**config.mk**
```make
export PLATFORM = sky130hd
export DESIGN_NAME = pipeline_ctrl
export DESIGN_NICKNAME = d
export VERILOG_FILES = /design/src/rtl/pipeline_ctrl.sv
export SDC_FILE = /design/constraint.sdc
export NUM_CORES = 1
export LEC_CHECK = 0
export BUFFER_PORTS_ARGS = -buffer_cell sky130_fd_sc_hd__buf_2
export CAP_MARGIN = 20
export CELL_PAD_IN_SITES_DETAIL_PLACEMENT = 1
export CELL_PAD_IN_SITES_GLOBAL_PLACEMENT = 1
export CORE_ASPECT_RATIO = 2
export CORE_MARGIN = 2
export CORE_UTILIZATION = 44
export CTS_CLUSTER_SIZE = 12
export DETAILED_ROUTE_END_ITERATION = 8
export PLACE_DENSITY = 0.95
export SYNTH_ARGS = -nofsm -noshare
export SYNTH_HDL_FRONTEND = slang
export SYNTH_SLANG_ARGS = --single-unit
export TNS_END_PERCENT = 50
```
**constraint.sdc**
```tcl
create_clock -name clk_i -period 3.4 [get_ports clk_i]
set_clock_uncertainty 0.2 [all_clocks]
set_input_delay 0.51 -clock clk_i [delete_from_list [all_inputs] [get_ports clk_i]]
set_output_delay 0.51 -clock clk_i [all_outputs]
set_load 0.05 [all_outputs]
```
**src/rtl/pipeline_ctrl.sv**
```systemverilog
// Run-lifecycle sequencer and hazard controller; enables are combinational from state and ID/EX inputs.
// Load-use and memory stalls hold PC and IF/ID; memory-busy also freezes the rest of the pipe.
module pipeline_ctrl #(
  parameter int CNT_W        = 32,
  parameter int DRAIN_CYCLES = 4
) (
  input  logic             clk_i,
  input  logic             rst_i,
  input  logic             start_i,
  input  logic             halt_i,
  input  logic             dmem_busy_i,
  input  logic [4:0]       id_rs1_i,
  input  logic [4:0]       id_rs2_i,
  input  logic             ex_memread_i,
  input  logic [4:0]       ex_rd_i,
  input  logic             id_branch_taken_i,
  output logic             pc_write_o,
  output logic             ifid_write_o,
  output logic             ifid_flush_o,
  output logic             idex_bubble_o,
  output logic             pipe_en_o,
  output logic [2:0]       state_o,
  output logic [CNT_W-1:0] cycle_cnt_o,
  output logic [CNT_W-1:0] stall_cnt_o,
  output logic [CNT_W-1:0] flush_cnt_o
);

  localparam logic [2:0] IDLE    = 3'd0;
  localparam logic [2:0] RUN     = 3'd1;
  localparam logic [2:0] MEMWAIT = 3'd2;
  localparam logic [2:0] DRAIN   = 3'd3;
  localparam logic [2:0] HALTED  = 3'd4;

  localparam int            DW         = (DRAIN_CYCLES > 1) ? $clog2(DRAIN_CYCLES) : 1;
  localparam logic [DW-1:0] DRAIN_LOAD = DW'(DRAIN_CYCLES - 1);
  localparam logic [DW-1:0] DRAIN_ONE  = DW'(1);
  localparam logic [CNT_W-1:0] CNT_ONE = CNT_W'(1);

  logic [2:0]       state;
  logic [2:0]       state_nxt;
  logic [DW-1:0]    drain_cnt;
  logic [DW-1:0]    drain_nxt;
  logic [CNT_W-1:0] cycle_cnt;
  logic [CNT_W-1:0] stall_cnt;
  logic [CNT_W-1:0] flush_cnt;

  logic load_use;
  logic live;
  logic stall_evt;
  logic flush_evt;
  logic halt_evt;
  logic count_cycle;

  // MEMWAIT with memory ready behaves exactly like RUN for hazards, counters and halt
  assign load_use    = ex_memread_i && (ex_rd_i != 5'd0) &&
                       ((ex_rd_i == id_rs1_i) || (ex_rd_i == id_rs2_i));
  assign live        = ((state == RUN) || (state == MEMWAIT)) && !dmem_busy_i;
  assign stall_evt   = live && load_use;
  assign flush_evt   = live && !load_use && id_branch_taken_i;
  assign halt_evt    = live && !load_use && halt_i;
  assign count_cycle = (state == RUN) || (state == MEMWAIT) || (state == DRAIN);

  always_ff @(posedge clk_i or negedge rst_i) begin
    if (!rst_i) begin
      state     <= IDLE;
      drain_cnt <= '0;
    end else begin
      state     <= state_nxt;
      drain_cnt <= drain_nxt;
    end
  end

  always_comb begin
    state_nxt = state;
    drain_nxt = drain_cnt;
    case (state)
      IDLE: begin
        if (start_i) state_nxt = RUN;
      end
      RUN, MEMWAIT: begin
        if (dmem_busy_i) begin
          state_nxt = MEMWAIT;
        end else if (halt_evt) begin
          state_nxt = DRAIN;
          drain_nxt = DRAIN_LOAD;
        end else begin
          state_nxt = RUN;
        end
      end
      DRAIN: begin
        if (!dmem_busy_i) begin
          if (drain_cnt == '0) state_nxt = HALTED;
          else                 drain_nxt = drain_cnt - DRAIN_ONE;
        end
      end
      HALTED: state_nxt = HALTED;
      default: state_nxt = IDLE;
    endcase
  end

  always_comb begin
    pc_write_o    = 1'b0;
    ifid_write_o  = 1'b0;
    ifid_flush_o  = 1'b0;
    idex_bubble_o = 1'b0;
    pipe_en_o     = 1'b0;
    case (state)
      RUN, MEMWAIT: begin
        if (!dmem_busy_i) begin
          pipe_en_o = 1'b1;
          if (load_use) begin
            // branch in ID waits; it re-resolves once the load has moved on
            idex_bubble_o = 1'b1;
          end else begin
            pc_write_o   = 1'b1;
            ifid_write_o = 1'b1;
            ifid_flush_o = id_branch_taken_i;
          end
        end
      end
      DRAIN: begin
        ifid_flush_o = 1'b1;
        pipe_en_o    = !dmem_busy_i;
      end
      default: ;
    endcase
  end

  always_ff @(posedge clk_i or negedge rst_i) begin
    if (!rst_i) begin
      cycle_cnt <= '0;
      stall_cnt <= '0;
      flush_cnt <= '0;
    end else begin
      if (count_cycle && !(&cycle_cnt)) cycle_cnt <= cycle_cnt + CNT_ONE;
      if (stall_evt && !(&stall_cnt))   stall_cnt <= stall_cnt + CNT_ONE;
      if (flush_evt && !(&flush_cnt))   flush_cnt <= flush_cnt + CNT_ONE;
    end
  end

  assign state_o     = state;
  assign cycle_cnt_o = cycle_cnt;
  assign stall_cnt_o = stall_cnt;
  assign flush_cnt_o = flush_cnt;

endmodule

```
==> metrics.cfg <==
[run_status]
status = completed

[global_routing]
grt_pass1_vias = 4461
grt_use_total_pct = 22.00
gr-usage-met1_pct = 27.19
grt_use_met2_pct = 38.73
antenna_found_initial = 0
grt-ovfl-total = 0
grt.met3_usage_pct = 4.014
grt_max_degree = 56
busiest_layer = met2
grt_pass1_wl_um = 22100

[synthesis]
synth_area_leaders = dfrtp_1 (49%), xnor2_1 (8.8%), xor2_1 (8.7%), nand3_1 (3.9%), nand4_1 (3.2%)
netlist.area_leader.share_pct = 49.02
synth_top_cell_by_area = dfrtp_1
synth_cell_types = 50
syn_nets = 521
synth_edf_count = 0
synth_area_per_cell_um2 = 10.42
yosysMostFrequentCell = dfrtp_1
postSynthCellCount = 495
ys_warn_count = 0
synth_area_mm2 = 0.005156
synthTopCellsByCount = dfrtp_1 (101), xnor2_1 (52), xor2_1 (51)
ys_seq_area_share_pct = 49.02
ys_seq_elements = 101
async_flop_share_pct = 100.0
synth_ff_type = dfrtp_1

[die]
core_region_area_mm2 = 0.01156
core.rowCount = 56
die-height_um = 157.1
die-area_mm2 = 0.01265
pin_count = 126
initial_core_util_pct = 44.60
die-width_um = 80.55

[final_layout]
fin_nets = 650
final_util_pct = 53.69
drive_gt1_share_pct = 25.32
antenna_cells = 0
areaGrowthSynthToFinish_pct = 20.38
finalNonFillerCells = 773
fill_cells = 1373

[sta]
setup_viol = 0
max_slew_margin_pct = 51.86
worstMarginPinSlew_ns = 0.7220
period_needed_ns = 2.960
setup_ws_ns = 0.4398
hold_viol = 0
fmax_ghz = 0.3378
setup_tns_ns = 0
rsz0062_at_grt = false
drv_slew = 0
finalCritPeriodShare_pct = 87.06

[worst_setup_path]
startpoint_type = flop
endpoint_kind = primary output
critPathKind = flop to primary output
worst_ep_required_time_ns = 2.69
crit_slowest_cell = dfrtp_1
path_cells = xnor2_1, nor3_1, and2_1, o21ai_0, a21oi_1, buf_2
crit_fanout = 11
max_stage_delay_ns = 0.51
cp.arrival_ns = 2.25

[detailed_routing]
ant_nets = 0
drt-pass1-iter-count = 4
drc = 0
vias_per_cell = 5.528
finalWirelength_um = 13770
num_vias = 4273
drtIter0Drc = 159
wl_per_cell_um = 17.82

[clocking]
clk_pin_slew_worst_paths_ns = 0.07
cts_tree = yes
root_buffer = clkbuf_16
cts_inserted_buffers = 9
cts_sinks = 101
cts_buffer_depth = 2
clk_latency_ns = 0.35
hold_buffers = 0
h-tree-depth = 3
cts_resized = 0
post-cts-setup-buffer-count = 0

[placed_design]
place_congestion = 0.8409
pre_cts_ws_ns = 0.5336
io_buffers = 125
dpl.cell_count = 758
dp.final_hpwl_um = 10150

[power]
p_per_area_mw_per_mm2 = 558.4
p_leak_nw = 3.154
ir_drop_mv = 0.6190

[worst_hold_path]
hp-class = input pin to async pin

[run]
max_cap_violations = 0

through the flow:
step / cell area [µm²] / power, mW / hold WS (ns)
after floorplan: 5156 / 2.194 / 0.01441
after global placement: 5918 / 2.412 / 0.2687
after detailed placement: 5918 / 2.463 / 0.2785
after CTS: 6207 / 3.492 / 0.04686
after global routing: 6207 / 3.615 / 0.06442
final: 6207 / 3.466 / 0.009223
cell type report:
type	count	area [µm²]	area share, %
multi-input cells	368	2475	39.87
repair buffers	131	685.7	11.05
clock buffers	10	229.0	3.689
flip-flops and latches	101	2527	40.72
inverters	13	48.80	0.7861
clock inverters	5	60.06	0.9675
well taps	145	181.4	2.923
state kept, by name, summed over array words and instances, names as in the netlist:
| signal | cells |
|---|---|
| cycle_cnt_o | 32 |
| drain_cnt | 2 |
| flush_cnt_o | 32 |
| stall_cnt_o | 32 |
| state_o | 3 |
worst max-delay path: cells and delay by family (launching register included):
family	cells	cell delay, ns
xor+xnor	1	0.18
compound gates	2	0.33
simple gates	2	0.59
buf+inv	1	0.29
flops	1	0.51
power breakdown:
| part | switching [mW] | internal, mW | leakage (nW) | total [mW] |
|---|---|---|---|---|
| combinational | 0.707 | 0.264 | 1.66 | 0.971 |
| clock | 0.454 | 0.571 | 0.139 | 1.03 |
| sequential | 0.162 | 1.31 | 1.35 | 1.47 |
| total | 1.32 | 2.14 | 3.15 | 3.47 |
layout by cell type (no fill, tap or decap), types with 16 or more instances in the layout:
| cell | synthesis | layout |
|---|---|---|
| buf_2 | 4 | 124 |
| dfrtp_1 | 101 | 101 |
| xnor2_1 | 52 | 52 |
| xor2_1 | 51 | 51 |
| nand3_1 | 40 | 40 |
| nand2_1 | 35 | 35 |
| nor2_1 | 35 | 35 |
| nand4_1 | 26 | 26 |
| nor3_1 | 22 | 22 |
| and3_1 | 16 | 16 |
routing by layer:
| metal | vias up | part of all wire (%) |
|---|---|---|
| met4 | 0 | 1.4 |
| met5 | - | 0 |
| li1 | 1993 | - |
| met2 | 124 | 52 |
| met3 | 15 | 5.0 |
| met1 | 2141 | 41 |
final timing paths:
| path | end | from | cells past startpoint | slack (ns) |
|---|---|---|---|---|
| hold reg to reg | stall_cnt_o[6]$_DFFE_PN0P_ | stall_cnt_o[6]$_DFFE_PN0P_ | 1 | 0.29 |
| max in group asynchronous | stall_cnt_o[0]$_DFFE_PN0P_ | rst_i | 2 | 2.28 |
| hold / removal | flush_cnt_o[30]$_DFFE_PN0P_ | rst_i | 1 | 0.009 |
| min in group clk_i | state_o[1]$_DFFE_PN0P_ | halt_i | 3 | 0.25 |
| setup / recovery | ifid_flush_o | state_o[1]$_DFFE_PN0P_ | 6 | 0.44 |
| setup reg to reg | flush_cnt_o[25]$_DFFE_PN0P_ | flush_cnt_o[4]$_DFFE_PN0P_ | 6 | 0.84 |
cell families after synthesis:
logic type,synth area share (%)
DFF,49.02
xor gates and xnor gates,17.50
adders and majority gates,0.9707
muxes,1.043
and+or+nand+nor,25.63
AOI/OAI and AO/OA,2.864
buffers and inverters,2.985
Power figures use the tool's default switching activity.
